<file path="src/rtl/gpio_bank.sv">
// Memory-mapped GPIO bank: per-pin direction, atomic set/clear, synchronised inputs, edge interrupts.
// One-cycle io latency (io_ready pulses the cycle after accept); a held io_valid is accepted every other edge.
module gpio_bank #(
    parameter int WIDTH       = 32,
    parameter int SYNC_STAGES = 2
) (
    input  logic             clk,
    input  logic             resetn,
    input  logic             io_valid,
    input  logic [31:0]      io_addr,
    input  logic [31:0]      io_wdata,
    input  logic [3:0]       io_wstrb,
    output logic             io_ready,
    output logic [31:0]      io_rdata,
    input  logic [WIDTH-1:0] gpio_in,
    output logic [WIDTH-1:0] gpio_out,
    output logic [WIDTH-1:0] gpio_oe,
    output logic             irq
);

    localparam int CW = $clog2(SYNC_STAGES + 2);

    localparam logic [2:0] A_OUT  = 3'd0;
    localparam logic [2:0] A_DIR  = 3'd1;
    localparam logic [2:0] A_IN   = 3'd2;
    localparam logic [2:0] A_EN   = 3'd3;
    localparam logic [2:0] A_STAT = 3'd4;
    localparam logic [2:0] A_POL  = 3'd5;
    localparam logic [2:0] A_SET  = 3'd6;
    localparam logic [2:0] A_CLR  = 3'd7;

    logic [WIDTH-1:0] out_q, out_d, dir_q, dir_d, en_q, en_d;
    logic [WIDTH-1:0] stat_q, stat_d, pol_q, pol_d, prev_q;
    logic [SYNC_STAGES-1:0][WIDTH-1:0] sync_q;
    logic [CW-1:0]    inh_q, inh_d;
    logic             ready_q, ready_d, irq_q, irq_d;
    logic [31:0]      rdata_q, rdata_d;

    logic             accept, wr;
    logic [2:0]       sel;
    logic [31:0]      bmask32;
    logic [WIDTH-1:0] wmask, wbits, sync, ev, rd_w;
    logic             unused_addr;

    assign sel         = io_addr[4:2];
    assign unused_addr = ^{io_addr[31:5], io_addr[1:0]};
    assign accept      = io_valid && !ready_q;
    assign wr          = accept && (io_wstrb != 4'b0000);
    assign bmask32     = {{8{io_wstrb[3]}}, {8{io_wstrb[2]}}, {8{io_wstrb[1]}}, {8{io_wstrb[0]}}};
    assign wmask       = bmask32[WIDTH-1:0];
    assign wbits       = io_wdata[WIDTH-1:0] & wmask;
    assign sync        = sync_q[SYNC_STAGES-1];

    // Held off while the inhibit counter runs so pins high through reset do not look like edges.
    assign ev = (inh_q != '0) ? '0
              : ((pol_q & prev_q & ~sync) | (~pol_q & sync & ~prev_q));

    always_comb begin
        out_d   = out_q;
        dir_d   = dir_q;
        en_d    = en_q;
        pol_d   = pol_q;
        stat_d  = stat_q;
        rdata_d = rdata_q;
        rd_w    = '0;
        inh_d   = (inh_q != '0) ? inh_q - CW'(1) : inh_q;
        irq_d   = |(stat_q & en_q);
        ready_d = accept;

        case (sel)
            A_OUT:   rd_w = out_q;
            A_DIR:   rd_w = dir_q;
            A_IN:    rd_w = sync;
            A_EN:    rd_w = en_q;
            A_STAT:  rd_w = stat_q;
            A_POL:   rd_w = pol_q;
            default: rd_w = '0;
        endcase

        if (wr) begin
            case (sel)
                A_OUT:  out_d  = (out_q & ~wmask) | wbits;
                A_DIR:  dir_d  = (dir_q & ~wmask) | wbits;
                A_IN:   ;
                A_EN:   en_d   = (en_q & ~wmask) | wbits;
                A_STAT: stat_d = stat_q & ~wbits;
                A_POL:  pol_d  = (pol_q & ~wmask) | wbits;
                A_SET:  out_d  = out_q | wbits;
                A_CLR:  out_d  = out_q & ~wbits;
                default: ;
            endcase
        end else if (accept) begin
            rdata_d            = '0;
            rdata_d[WIDTH-1:0] = rd_w;
        end

        // A new event overrides a same-cycle write-1-to-clear.
        stat_d = stat_d | ev;
    end

    always_ff @(posedge clk) begin
        if (!resetn) begin
            out_q   <= '0;
            dir_q   <= '0;
            en_q    <= '0;
            stat_q  <= '0;
            pol_q   <= '0;
            sync_q  <= '0;
            prev_q  <= '0;
            inh_q   <= CW'(SYNC_STAGES + 1);
            ready_q <= 1'b0;
            rdata_q <= '0;
            irq_q   <= 1'b0;
        end else begin
            out_q   <= out_d;
            dir_q   <= dir_d;
            en_q    <= en_d;
            stat_q  <= stat_d;
            pol_q   <= pol_d;
            sync_q  <= {sync_q[SYNC_STAGES-2:0], gpio_in};
            prev_q  <= sync;
            inh_q   <= inh_d;
            ready_q <= ready_d;
            rdata_q <= rdata_d;
            irq_q   <= irq_d;
        end
    end

    assign io_ready = ready_q;
    assign io_rdata = rdata_q;
    assign gpio_out = out_q;
    assign gpio_oe  = dir_q;
    assign irq      = irq_q;

endmodule

</file>
<file path="config.mk">
export PLATFORM = sky130hd
export DESIGN_NAME = gpio_bank
export DESIGN_NICKNAME = d
export VERILOG_FILES = /design/src/rtl/gpio_bank.sv
export SDC_FILE = /design/constraint.sdc
export NUM_CORES = 1
export LEC_CHECK = 0
export ABC_AREA = 0
export ABC_CLOCK_PERIOD_IN_PS = 1480
export BUFFER_PORTS_ARGS = -buffer_cell sky130_fd_sc_hd__buf_2
export CORE_ASPECT_RATIO = 1.25
export CORE_UTILIZATION = 50
export DETAILED_ROUTE_END_ITERATION = 10
export PLACE_DENSITY = 0.75
export REMOVE_ABC_BUFFERS = 1
export SYNTH_ARGS = -nofsm -noshare
export SYNTH_HDL_FRONTEND = slang
export SYNTH_SLANG_ARGS = --single-unit
</file>
<file path="constraint.sdc">
create_clock -name clk -period 1.48 [get_ports clk]
set_input_delay 0.222 -clock clk [delete_from_list [all_inputs] [get_ports clk]]
set_output_delay 0.222 -clock clk [all_outputs]
set_load 0.03 [all_outputs]
</file>
Word level (Yosys, flattened, before mapping) --
Index checks and enable logic that the tools add are counted.
Word-level totals: flip-flop bits (word level) 292, logic and storage cells 63, output and inout bits 98, bits in writable memories 0, ROM bits 0, bits in latches 0, memories kept 0
Operators by class: add/subtract/negate cells 1, shift operators 0, multiply operators 0, equal/unequal tests 7, bitwise operators 25, reduce and logical (&&, ||, !) cells 13, $lt $le $gt $ge 0, divide/modulo/power cells 0, muxes and demuxes 5
Operators with widths (number):
- $and A32 B32 Y32 | 12
- $or A32 B32 Y32 | 7
- $pmux W32 S6 | 1
- $not A32 Y32 | 5
- $mux W32 | 3
- $pmux W32 S3 | 1
- $reduce_or A32 Y1 | 1
- $eq A3 B3 Y1 const B | 4
- $reduce_and A2 Y1 | 5
- $eq A3 B2 Y1 const B | 2
- $reduce_bool A4 Y1 | 1
- $eq A3 B1 Y1 const B | 1
- $logic_not A3 Y1 | 1
- $reduce_bool A3 Y1 | 1
- $logic_and A1 B1 Y1 | 2
- $reduce_bool A2 Y1 | 1
- $sub A2 B1 Y2 const B | 1
- $logic_not A1 Y1 | 1
- $not A1 Y1 | 1

Longest topological paths before layout --
word-level depth 6, gate-level depth with buffers 6, mapped depth without buffers 4

Worst setup path after synthesis --
No wires, ideal clock.
path kind input port to flip-flop, from input io_wstrb[3], to register rdata_q[11], in the netlist io_rdata[11], setup time 0.074 ns, slack -0.078 ns, cell stages on the path 5, arrival 1.484 ns, path through or4_4 -> nor3b_4 -> buf_2 -> o21ai_1 -> a31oi_1
On the way: word-level cells in the longest chain between the ends 4
RTL lines:
- start: declaration | RTL line 12 | input logic [3:0] io_wstrb,
- $reduce_bool A4 Y1 | RTL line 48 | assign wr = accept && (io_wstrb != 4'b0000);
- $logic_and A1 B1 Y1 | RTL line 48
- $not A1 Y1 (no line)
- $reduce_and A2 Y1 (no line)
- end signal: assignment | RTL line 124 | rdata_q <= rdata_d;
- end: declaration | RTL line 37 | logic [31:0] rdata_q, rdata_d;
Every way passes these cells. A chain may end at the register's enable or synchronous reset.

==> results by group <==
Cells and area
  – P&R area growth vs syn: 30.8%
  – Post-Layout Cell Count: 1879
  – Layout Nets: between 1500 and 2000
  – Antenna diodes: 0
  – Fillers: around 1800
  – Design Area, Final: 15200 sq um
  – Final core utilization: roughly two thirds
  – Share of cells above drive strength 1: around 22%

STA
  – Fin crit period: 1490 ps
  – RSZ-0062 raised after global routing: true
  – Setup ws final: -13.9 ps
  – Final Cycle Share: 101%
  – Clock skew: 22.9 ps
  – Slew @ Worst Pin: 522 ps
  – Slew headroom: 65.2%
  – Setup TNS: -13.9 ps
  – Setup-failing EPs final: 1
  – Max-slew violations: 0
  – Hold Fails Final Rpt: 0
  – Highest clock rate: 669 MHz

Min path
  – Hold crit path type: primary input to flip-flop
  – WHS Path Cells: 4
  – Hold_sp: io_addr[4]
  – Hold Path Sink: io_rdata[30]$_SDFFE_PN0P_

Critical path
  – Crit-path max cell delay: between 300 and 400 ps
  – Slowest-stage cell, CP: dfxtp_4
  – Worst reg-to-reg path cell count: 5
  – WP data required: around 1900 ps
  – Flop-to-flop setup slack: -10 ps
  – Critical R2R Launch: io_ready$_SDFF_PN0_
  – Critical Path, Cell by Cell: nand3b_1, nor2_4, buf_12, mux2i_1, nor2b_1
  – CP max FO: 8
  – Setup crit end kind: flip-flop
  – Worst setup SP type: flip-flop
  – Critical Path AT: 1930 ps
  – Crit path kind: flip-flop to flip-flop

Die
  – FP Rows: 62
  – Die area: roughly 24000 sq um
  – I/O pins: 201
  – Starting Density: between 50 and 60%
  – Die Width: 138 microns
  – Die Y: 172 microns
  – Core Area: 22900 sq um

Pwr
  – Power density of the placed cells: 1150 nW/um^2
  – Peak supply drop: approximately 950 uV
  – Leak: 0.00595 uW

Flow run
  – Max Cap Violations: 0

Routing
  – Vias per inst: roughly 6.0
  – DRT Wirelength: 36500 microns
  – Post-route ant nets: 0
  – Routed wl met3: roughly 3000 microns
  – Iteration-0 DRC Markers: 1056
  – M1 WL: around 15000 microns
  – DR WL/cell: between 15 and 20 microns
  – Pre-antenna DRT Iters: 9
  – DR vias: 11200
  – Met2 WL: 17300 microns
  – Top sig layer: met4
  – # DRC: 18

Logic synthesis
  – Sequential cell area fraction in the yosys report: around 50%
  – Async SR Flop Fraction: 0%
  – Top_reg_cell synth: dfxtp_1
  – Synth area leaders: dfxtp_1 50%, a21boi_0 5.4%, nand2_1 5.4%
  – Cell count after synthesis: around 1300
  – EDFF count, synth: 0
  – Synth top area share: 50.3%
  – Avg Inst Size Synth: 9.03 sq um
  – Most numerous cell in the Yosys netlist: dfxtp_1
  – YS warnings: 0
  – Cell Area, Synth: 11600 sq um
  – Commonest cells in the netlist: 292 x dfxtp_1, 166 x nand2_1, 115 x o21ai_0, 98 x and2_1, 84 x a21boi_0
  – Synth unique cells: 39
  – #FFs+latches synth: 292
  – Post-synth top area cell: dfxtp_1

GRT
  – Vias in the first global route: 10400
  – Global-route wire length before repair: 56600 microns
  – Initial antenna violation count: 0
  – GRT Total Usage: 29.9%
  – Total gr overflow: 0
  – Pin count of the biggest net entering global routing: 131

Placement
  – RePlAce Congestion: 0.865
  – Placed Instances: 1760
  – DP Wirelength: 24000 microns
  – # port buffers: 171
  – Post-DP Area: 13500 sq um

Clock tree
  – CTS H-tree lvls: 1
  – Root Driver: clkbuf_16
  – Setup Buffers After CTS: 0
  – Total CTS buffers: 29
  – Later-pin clock latency in the skew report: 560 ps
  – CTS tree: yes
  – Clk sinks: between 200 and 300
  – Clk buf depth: 3
  – Clock-pin transition on the worst setup and hold timing paths: 70 ps

Status
  – Failing checks: design-rule violations, negative setup slack
  – Status: finished, violations left
==> metrics by stage <==
stage	power [uW]	setup WS (ps)	hold slack, ps
4_1_cts	17500	3.18	179
3_5_place_dp	9640	-309	418
3_3_place_gp	9620	-286	413
5_1_grt	18000	-39.9	188
2_1_floorplan	8880	-1250	284
6_report	17400	-13.9	205
==> cells by family (layout without fill, tap and decap cells) <==
logic type      Yosys count  after routing  synth area share (%)
buf+inv                  97            401                  3.32
xor+xnor                  1              1                0.0754
compound gates          507            507                  28.2
simple gates            375            375                  16.7
mux                      14             14                  1.22
flops                   292            292                  50.3
fa+ha+maj                 1              1                 0.108
==> how the worst max path moves through the flow <==
stage | start | to | slack [ps] | cells past startpoint
floorplan | io_addr[3] | stat_q[30]$_SDFF_PN0_ | -1250 | 4
global placement | io_wstrb[2] | io_rdata[31]$_SDFFE_PN0P_ | -290 | 6
detailed placement | io_wstrb[2] | io_rdata[28]$_SDFFE_PN0P_ | -310 | 6
CTS | stat_q[4]$_SDFF_PN0_ | irq$_SDFF_PN0_ | 3 | 4
global route | io_ready$_SDFF_PN0_ | flip-flop | -40 | 5
finish | io_ready$_SDFF_PN0_ | flip-flop | -10 | 5
==> power by group <==
group	total (uW)	leakage, uW	switching [uW]	internal (uW)
Combinational	1460	0.00307	839	617
Sequential	8190	0.00237	137	8060
Clock	7790	0.000505	3090	4690
Total	17400	0.00595	4070	13400
==> cells in the final DEF, fill, tap and decap left out, types with 2 or more instances in the layout <==
cell type | netlist | layout
a21boi_0 | 84 | 81
a21boi_1 | 0 | 3
a21oi_1 | 65 | 65
a221oi_1 | 31 | 31
a22o_1 | 31 | 31
a22oi_1 | 47 | 45
a22oi_2 | 0 | 2
a31oi_1 | 32 | 32
and2_1 | 98 | 98
and3b_1 | 2 | 2
buf_12 | 0 | 14
buf_2 | 17 | 169
buf_4 | 0 | 93
buf_6 | 0 | 4
bufinv_16 | 0 | 4
clkbuf_1 | 73 | 5
clkbuf_16 | 0 | 29
clkbuf_8 | 0 | 8
clkinv_2 | 0 | 6
dfxtp_1 | 292 | 290
dlygate4sd3_1 | 0 | 65
inv_1 | 2 | 2
mux2i_1 | 13 | 13
nand2_1 | 166 | 166
nand3b_1 | 6 | 6
nand4_1 | 4 | 4
nor2_1 | 29 | 28
nor2_4 | 3 | 4
nor2b_1 | 36 | 35
nor3b_1 | 24 | 22
nor3b_2 | 1 | 2
nor3b_4 | 1 | 2
o211ai_1 | 33 | 33
o21ai_0 | 115 | 114
o21ai_1 | 33 | 34
o22ai_1 | 32 | 32
==> per-layer routing <==
metal | global-route usage, % | up-vias
met5 | 0 | -
met4 | 14.0 | 0
met3 | 4.32 | 104
met2 | 51.2 | 545
met1 | 37.2 | 5341
li1 | - | 5220
==> area by class of cell <==
class / count / area, sq um / share of cell area (%)
Clock buffer: 42 / 855 / 5.62
Clock inverter: 12 / 166 / 1.09
Inverter: 2 / 7.51 / 0.0494
Multi-Input combinational cell: 898 / 5440 / 35.8
Sequential cell: 292 / 5850 / 38.5
Tap cell: 288 / 360 / 2.37
Timing Repair Buffer: 345 / 2520 / 16.6
==> what timing repair did <==
action,CTS,global route
hold buffers,65,0
gates resized for setup,5,12
cloned,0,0
hold endpoints to repair,123,0
pin swaps,2,6
setup endpoints to repair,51,86
==> critical path, delay by kind of cell (launching register included) <==
kind          cells  cell delay (ps)
flops             1              390
simple gates      3              610
mux               1              220
buf+inv           1              150
(Power assumes the default switching activity.)
